**config.mk**
```make
export PLATFORM = sky130hd
export DESIGN_NAME = fetch_ctrl
export DESIGN_NICKNAME = d
export VERILOG_FILES = /design/src/rtl/fetch_ctrl.sv
export SDC_FILE = /design/constraint.sdc
export NUM_CORES = 1
export LEC_CHECK = 0
export ABC_AREA = 1
export BUFFER_PORTS_ARGS = -buffer_cell sky130_fd_sc_hd__buf_4
export CORE_MARGIN = 1
export CORE_UTILIZATION = 50
export DETAILED_ROUTE_END_ITERATION = 10
export PLACE_DENSITY = 0.79
export SLEW_MARGIN = 20
export SYNTH_ARGS = -nofsm -noshare
export SYNTH_HDL_FRONTEND = slang
export SYNTH_SLANG_ARGS = --single-unit
```
**constraint.sdc**
```tcl
create_clock -name clk_i -period 1.8 [get_ports clk_i]
set_input_delay 0.45 -clock clk_i [delete_from_list [all_inputs] [get_ports clk_i]]
set_output_delay 0.45 -clock clk_i [all_outputs]
set_load 0.05 [all_outputs]
```
**src/rtl/fetch_ctrl.sv**
```systemverilog
// fetch_ctrl: single-outstanding instruction fetch sequencer with branch/flush redirect.
// Define FETCH_DELAY_SLOT_EN for MIPS delay-slot branches (flush stays immediate).
module fetch_ctrl #(
    parameter logic [31:0] RESET_PC = 32'h8000_0000
) (
    input  logic        clk_i,
    input  logic        rst_n_i,
    input  logic        stall_i,
    input  logic        br_taken_i,
    input  logic [31:0] br_target_i,
    input  logic        flush_i,
    input  logic [31:0] flush_target_i,
    output logic        mem_req_o,
    output logic [31:0] mem_addr_o,
    input  logic        mem_ack_i,
    input  logic [31:0] mem_rdata_i,
    output logic        inst_valid_o,
    output logic [31:0] inst_o,
    output logic [31:0] inst_pc_o,
    output logic [31:0] pc_o
);

    typedef enum logic [1:0] {IDLE, REQ, HOLD} state_t;

    state_t      state, state_nxt;
    logic [31:0] pc, pc_nxt;
    logic [31:0] req_addr;
    logic        discard, discard_nxt;
    logic        inst_vld, inst_vld_nxt;
    logic        capture;
    logic        redirect;
    logic [31:0] redir_tgt;

    function automatic logic [31:0] word_align(input logic [31:0] a);
        return {a[31:2], 2'b00};
    endfunction

`ifdef FETCH_DELAY_SLOT_EN
    logic        br_pend, br_pend_nxt;
    logic [31:0] br_tgt, br_tgt_nxt;

    assign redirect  = flush_i;
    assign redir_tgt = flush_target_i;
`else
    assign redirect  = flush_i | br_taken_i;
    assign redir_tgt = flush_i ? flush_target_i : br_target_i;
`endif

    always_comb begin
        state_nxt    = state;
        pc_nxt       = pc;
        discard_nxt  = discard;
        inst_vld_nxt = inst_vld & stall_i;
        capture      = 1'b0;
        case (state)
            IDLE: state_nxt = REQ;
            REQ: begin
                if (mem_ack_i) begin
                    if (discard || redirect) begin
                        discard_nxt = 1'b0;
                    end else if (inst_vld && stall_i) begin
                        // Decode slot still occupied: drop this beat and refetch after the stall.
                        state_nxt = HOLD;
                    end else begin
                        capture = 1'b1;
                    end
                end else if (redirect) begin
                    discard_nxt = 1'b1;
                end
            end
            HOLD: if (!stall_i) state_nxt = REQ;
            default: state_nxt = IDLE;
        endcase

        if (capture) inst_vld_nxt = 1'b1;

`ifdef FETCH_DELAY_SLOT_EN
        br_pend_nxt = br_pend;
        br_tgt_nxt  = br_tgt;
        if (br_taken_i) begin
            br_pend_nxt = 1'b1;
            br_tgt_nxt  = word_align(br_target_i);
        end
        // The delivered instruction is the delay slot; the branch lands right after it.
        if (capture) begin
            pc_nxt      = br_pend_nxt ? br_tgt_nxt : pc + 32'd4;
            br_pend_nxt = 1'b0;
        end
        if (flush_i) br_pend_nxt = 1'b0;
`else
        if (capture) pc_nxt = pc + 32'd4;
`endif

        if (redirect) begin
            inst_vld_nxt = 1'b0;
            pc_nxt       = word_align(redir_tgt);
        end
    end

    always_ff @(posedge clk_i or negedge rst_n_i) begin
        if (!rst_n_i) begin
            state     <= IDLE;
            pc        <= RESET_PC;
            req_addr  <= RESET_PC;
            discard   <= 1'b0;
            inst_vld  <= 1'b0;
            inst_o    <= 32'd0;
            inst_pc_o <= 32'd0;
        end else begin
            state    <= state_nxt;
            pc       <= pc_nxt;
            discard  <= discard_nxt;
            inst_vld <= inst_vld_nxt;
            // Address is frozen while a request is in flight, even across a redirect.
            if (state != REQ || mem_ack_i) req_addr <= pc_nxt;
            if (capture) begin
                inst_o    <= mem_rdata_i;
                inst_pc_o <= req_addr;
            end
        end
    end

`ifdef FETCH_DELAY_SLOT_EN
    always_ff @(posedge clk_i or negedge rst_n_i) begin
        if (!rst_n_i) begin
            br_pend <= 1'b0;
            br_tgt  <= 32'd0;
        end else begin
            br_pend <= br_pend_nxt;
            br_tgt  <= br_tgt_nxt;
        end
    end
`endif

    assign mem_req_o    = (state == REQ);
    assign mem_addr_o   = req_addr;
    assign inst_valid_o = inst_vld;
    assign pc_o         = pc;

endmodule

```
# == Word level (Yosys, flattened, before mapping) ==
# Cells that the tools add are included.
# totals
out_inout_bits,130
register_bits,132
elab_cells,42
input_bits,102
# classes
reduce_logical,7
n_bitwise,2
muxes,17
eq_ne,8
n_addsub,1
# ops
operator,n
$mux 32,3
$add 32x3->32 const B,1
$mux 1,9
$mux 2,4
$ne 2x1->1 const B,4
$pmux 2 s3,1
$ne 2x2->1 const B,2
$reduce_and 4->1,1
$reduce_and 3->1,1
$eq 2x1->1 const B,1
$eq 2x2->1 const B,1
$logic_not 2->1,1
$logic_or 1x1->1,2
$reduce_bool 2->1,1
$and 1x1->1,1
$logic_and 1x1->1,1
$or 1x1->1,1

# == Logic depth before layout (Yosys ltp) ==
# depth
depth_word,7
ltp_mapped,12
depth_no_buf,12

# == Worst setup path before layout ==
# OpenSTA, ideal clock, no wires.
# synth_path
path_kind,register -> register
startpoint,reg pc[2] (netlist: pc_o[2])
endpoint,reg req_addr[28] (netlist: mem_addr_o[28])
required_time_ps,1682
stages_incl_launch_ff,11
path_buffers,0
setup_time_ps,118
arrival_time_ps,1839
setup_slack_ps,-156
synth_period_minus_slack_ps,1956
cell_sequence,dfrtp_1 > ha_1 > nand3_1 > nor3_2 > nand2_2 > nor2_4 > nand3_1 > nand3_1 > nand2_2 > nand2_1 > nand2_1
# synth_via
elab_chain_len,3
# synth_lines
item,line,rtl
"start, declared",26,"logic [31:0] pc, pc_nxt;"
"start signal, assigned",111,pc <= pc_nxt;
$add 32x3->32,91,if (capture) pc_nxt = pc + 32'd4;
$mux 32,91,
$mux 32,94,if (redirect) begin
named net pc_nxt[28],26,
"end signal, assigned",115,if (state != REQ || mem_ack_i) req_addr <= pc_nxt;
"end, declared",27,logic [31:0] req_addr;
# The timed path passes the listed nets, and every way through them passes these cells.
# A chain may end at the register's enable or synchronous reset.

# == Final worst setup path ==
# layout_path
startpoint,reg pc[2] (netlist: pc_o[2])
endpoint,reg req_addr[10] (netlist: mem_addr_o[10])
# layout_via
elab_chain_len,3
# layout_lines
item,line
$add 32x3->32,91
$mux 32,91
$mux 32,94
# Every way passes these cells.

==> results by group <==
STA
  • Hold Vio Cnt, Final: 0
  • Final setup viols: 0
  • Slew of the pin with the lowest slew margin: 0.4328 ns
  • Highest clock rate: approximately 0.59 GHz
  • Worst hold margin: between 0.2 and 0.25 ns
  • Clock skew: 0.01134 ns
  • Tcrit/Tclk final: roughly 94%
  • Relative slew slack: between 70% and 80%
  • Max-slew violation count: 0
  • Tmin final: about 1.7 ns

Global route
  • Largest net degree at the start of global routing: 43
  • Overall routing resource usage: approximately 28%
  • First-pass GRT wire length: 28.35 mm
  • Vias in the first global route: between 5000 and 6000
  • Global route overflow: 0
  • Initial antenna violation count: 0

Drt
  • Routed Antenna Nets: 0
  • DRT iter0 DRCs: 270
  • DR top layer: met4
  • 1st-pass router iterations: 5
  • Via density: 4.918
  • Wire per inst: ~14 um
  • WL met1: 7.759 mm
  • DR WL met3: between 1 and 1.5 mm
  • DR DRC count: 0
  • Vias: roughly 6000
  • WL final: 17.57 mm
  • WL met2: a little over 8 mm

Logic synthesis
  • Post-synth ARST share: 100.0%
  • Synthesized area: 6262 um2
  • Synth top area share: between 50% and 60%
  • Largest cells by area after synthesis: dfrtp_1 52%, nand2_1 21%, nand3_1 4.2%
  • EDFF count, synth: 0
  • Post-synthesis sequential area ratio: between 50% and 60%
  • Distinct cells, synth: 37
  • Synth Warn #: 0
  • Most frequent cells after synthesis: 356 x nand2_1, 130 x dfrtp_1, 67 x nor2_1
  • Synth area leader: dfrtp_1
  • Post-Syn Instances: just over 800
  • Synthesized area per cell: slightly below 8 um2
  • Yosys reg bits: 132
  • Syn_nets: just over 900
  • Most frequent cell after synthesis: nand2_1
  • Primary FF master, synth: dfrtp_1

Worst setup path
  • Crit path top cell by count: o21ai_0
  • Critical Path AT: 2.03 ns
  • R2r setup slk: 0.10 ns
  • Req. time, crit path: 2.13 ns
  • Reg-to-Reg End: mem_addr_o[10]
  • Crit Path Max Fanout: 3
  • Worst-path cell chain: ha_1 > nand3_2 > nor3_4 > nand2_2 > buf_4 > o21ai_0 > nand2_1 > o21ai_0
  • R2R cell count: 8
  • CP max stage delay: ~0.38 ns
  • Critical Path End Type: flop
  • Critical Path Source Type: flop
  • Slowest CP cell: dfrtp_2
  • CP Class: reg2reg
  • Reg-to-Reg Start: pc_o[2]

Power and ir drop
  • Comb power frac: between 40% and 50%
  • Switching power: approximately 6.9 mW
  • Sw Share: 46.84%
  • Pwr/cell area: ~1600 nW/um2
  • Worst VDD drop: between 1 and 1.5 mV
  • Seq pwr share: between 30% and 40%
  • Internal Pwr Total: roughly 7.8 mW
  • Clock Power Share: 20.4%
  • Leakage: between 4 and 5 nW

Clocking
  • Reg clk slew, reported paths: around 0.050 ns
  • Cts bufs inserted: 17
  • Clock Tree Buf Depth: 2
  • Clk_lat worst skew: 0.42 ns
  • CTS sink cnt: ~130
  • H-Tree Depth: 4
  • Root Driver: clkbuf_16
  • TritonCTS clock tree: built

Floorplanning
  • Die area: about 13000 um2
  • CORE AREA: around 12000 um2
  • Initial Util: approximately 52%
  • Row count: 40
  • Die width: ~110 um
  • Ports: between 200 and 250
  • Die H: around 110 um

Run status
  • Status: finished clean

Placed design
  • DP Area: around 8300 um2
  • Gpl congestion: approximately 0.95
  • HPWL after DPL: approximately 13 mm
  • # port buffers: about 230

Hold path
  • Worst hold path depth: 3
  • Worst min-delay path category: in2reg
  • Worst Hold End: inst_o[14]
  • Critical hold path startpoint: mem_rdata_i[14]

Cells and area
  • Antenna diodes: 0
  • P&R area growth vs syn: 42.72%
  • Share of post-route cells with drive strength above 1: 30.41%
  • Final Cell Area: ~9000 um2
  • Layout Nets: approximately 1200

Job
  • MaxCap Viol Count: 0
[critical path: cells and delay by family (launching register included)]
family | cells | cell delay (ns)
compound gates | 2 | 0.34
fa+ha+maj | 1 | 0.20
buf+inv | 1 | 0.16
flops | 1 | 0.38
simple gates | 4 | 0.53
[cell families after synthesis]
family                   Yosys count  synth area share, %
adder cells (fa/ha/maj)            1               0.1998
flip-flops                       132                52.79
buffers and inverters             90                6.014
XOR/XNOR                           8                1.119
AO/OA/AOI/OAI                     67                5.934
AND/OR/NAND/NOR                  513                33.95
[cell type report]
cell class              instances  area [um2]
well taps                     168       210.2
fillers                       983        3174
repair buffers                274        2092
multi-input cells             589        2614
inverters                      55       206.4
clock buffers                  30       494.2
clock inverters                 2       10.01
flip-flops and latches        132        3311
[state kept, by name (all words and copies together) (netlist names)]
| name | flops |
|---|---|
| inst_pc_o | 32 |
| state | 2 |
| mem_addr_o | 32 |
| discard | 1 |
| inst_o | 32 |
| inst_valid_o | 1 |
| pc_o | 32 |
[repair_timing]
action	CTS	global route
gates resized for setup	0	8
endpoints found under the setup margin	0	23
hold endpoints to repair	34	0
buffers inserted	0	7
hold buffers	1	0
[layer usage]
layer,vias to the layer above,track usage [%]
li1,3058,-
met1,2817,37.05
met2,235,44.63
met3,38,7.226
met4,0,12.90
met5,-,0
[power groups by stage]
stage          registers [mW]  logic, mW  clock network, mW
6_report                 4.65       7.04               2.99
2_1_floorplan            7.93       1.37                  0
5_1_grt                  4.76       7.47               3.17
3_5_place_dp             4.66       7.03                  0
3_3_place_gp             4.66       6.93                  0
4_1_cts                  4.65       7.04               3.03
[how the worst max path moves through the flow]
stage,start,endpoint,slack [ns],depth (start not counted)
global placement,br_taken_i,mem_addr_o[8],-0.09,12
CTS,pc_o[2],mem_addr_o[10],0.01,8
finish,pc_o[2],mem_addr_o[10],0.10,8
global route,pc_o[9],mem_addr_o[25],-0.0009,11
detailed placement,br_taken_i,mem_addr_o[10],-0.14,9
floorplan,pc_o[2],mem_addr_o[28],0.02,10
[through the flow]
stage	TNS (ns)	power, mW	worst slack [ns]	cells	utilization (%)
2_1_floorplan	0	9.304	0.01737	811	-
5_1_grt	-0.0008658	15.41	-0.0008658	1250	73.79
6_report	0	14.68	0.1045	1250	73.79
3_3_place_gp	-0.9912	11.59	-0.09065	1210	68.86
3_5_place_dp	-1.973	11.69	-0.1381	1210	68.86
4_1_cts	0	14.71	0.01056	1243	73.11
[layout by cell type, fill, tap and decap left out, types with 5 or more instances in the layout]
cell / n
o21ai_0: 28
inv_1: 50
nand3_1: 51
nand4_1: 11
nor2_4: 5
clkbuf_16: 17
a21oi_1: 5
nor2_2: 9
nand2_1: 356
buf_4: 269
dfrtp_1: 126
nor2_1: 62
o21ai_1: 19
clkbuf_1: 11
xnor2_1: 5
(Power assumes the default switching activity.)
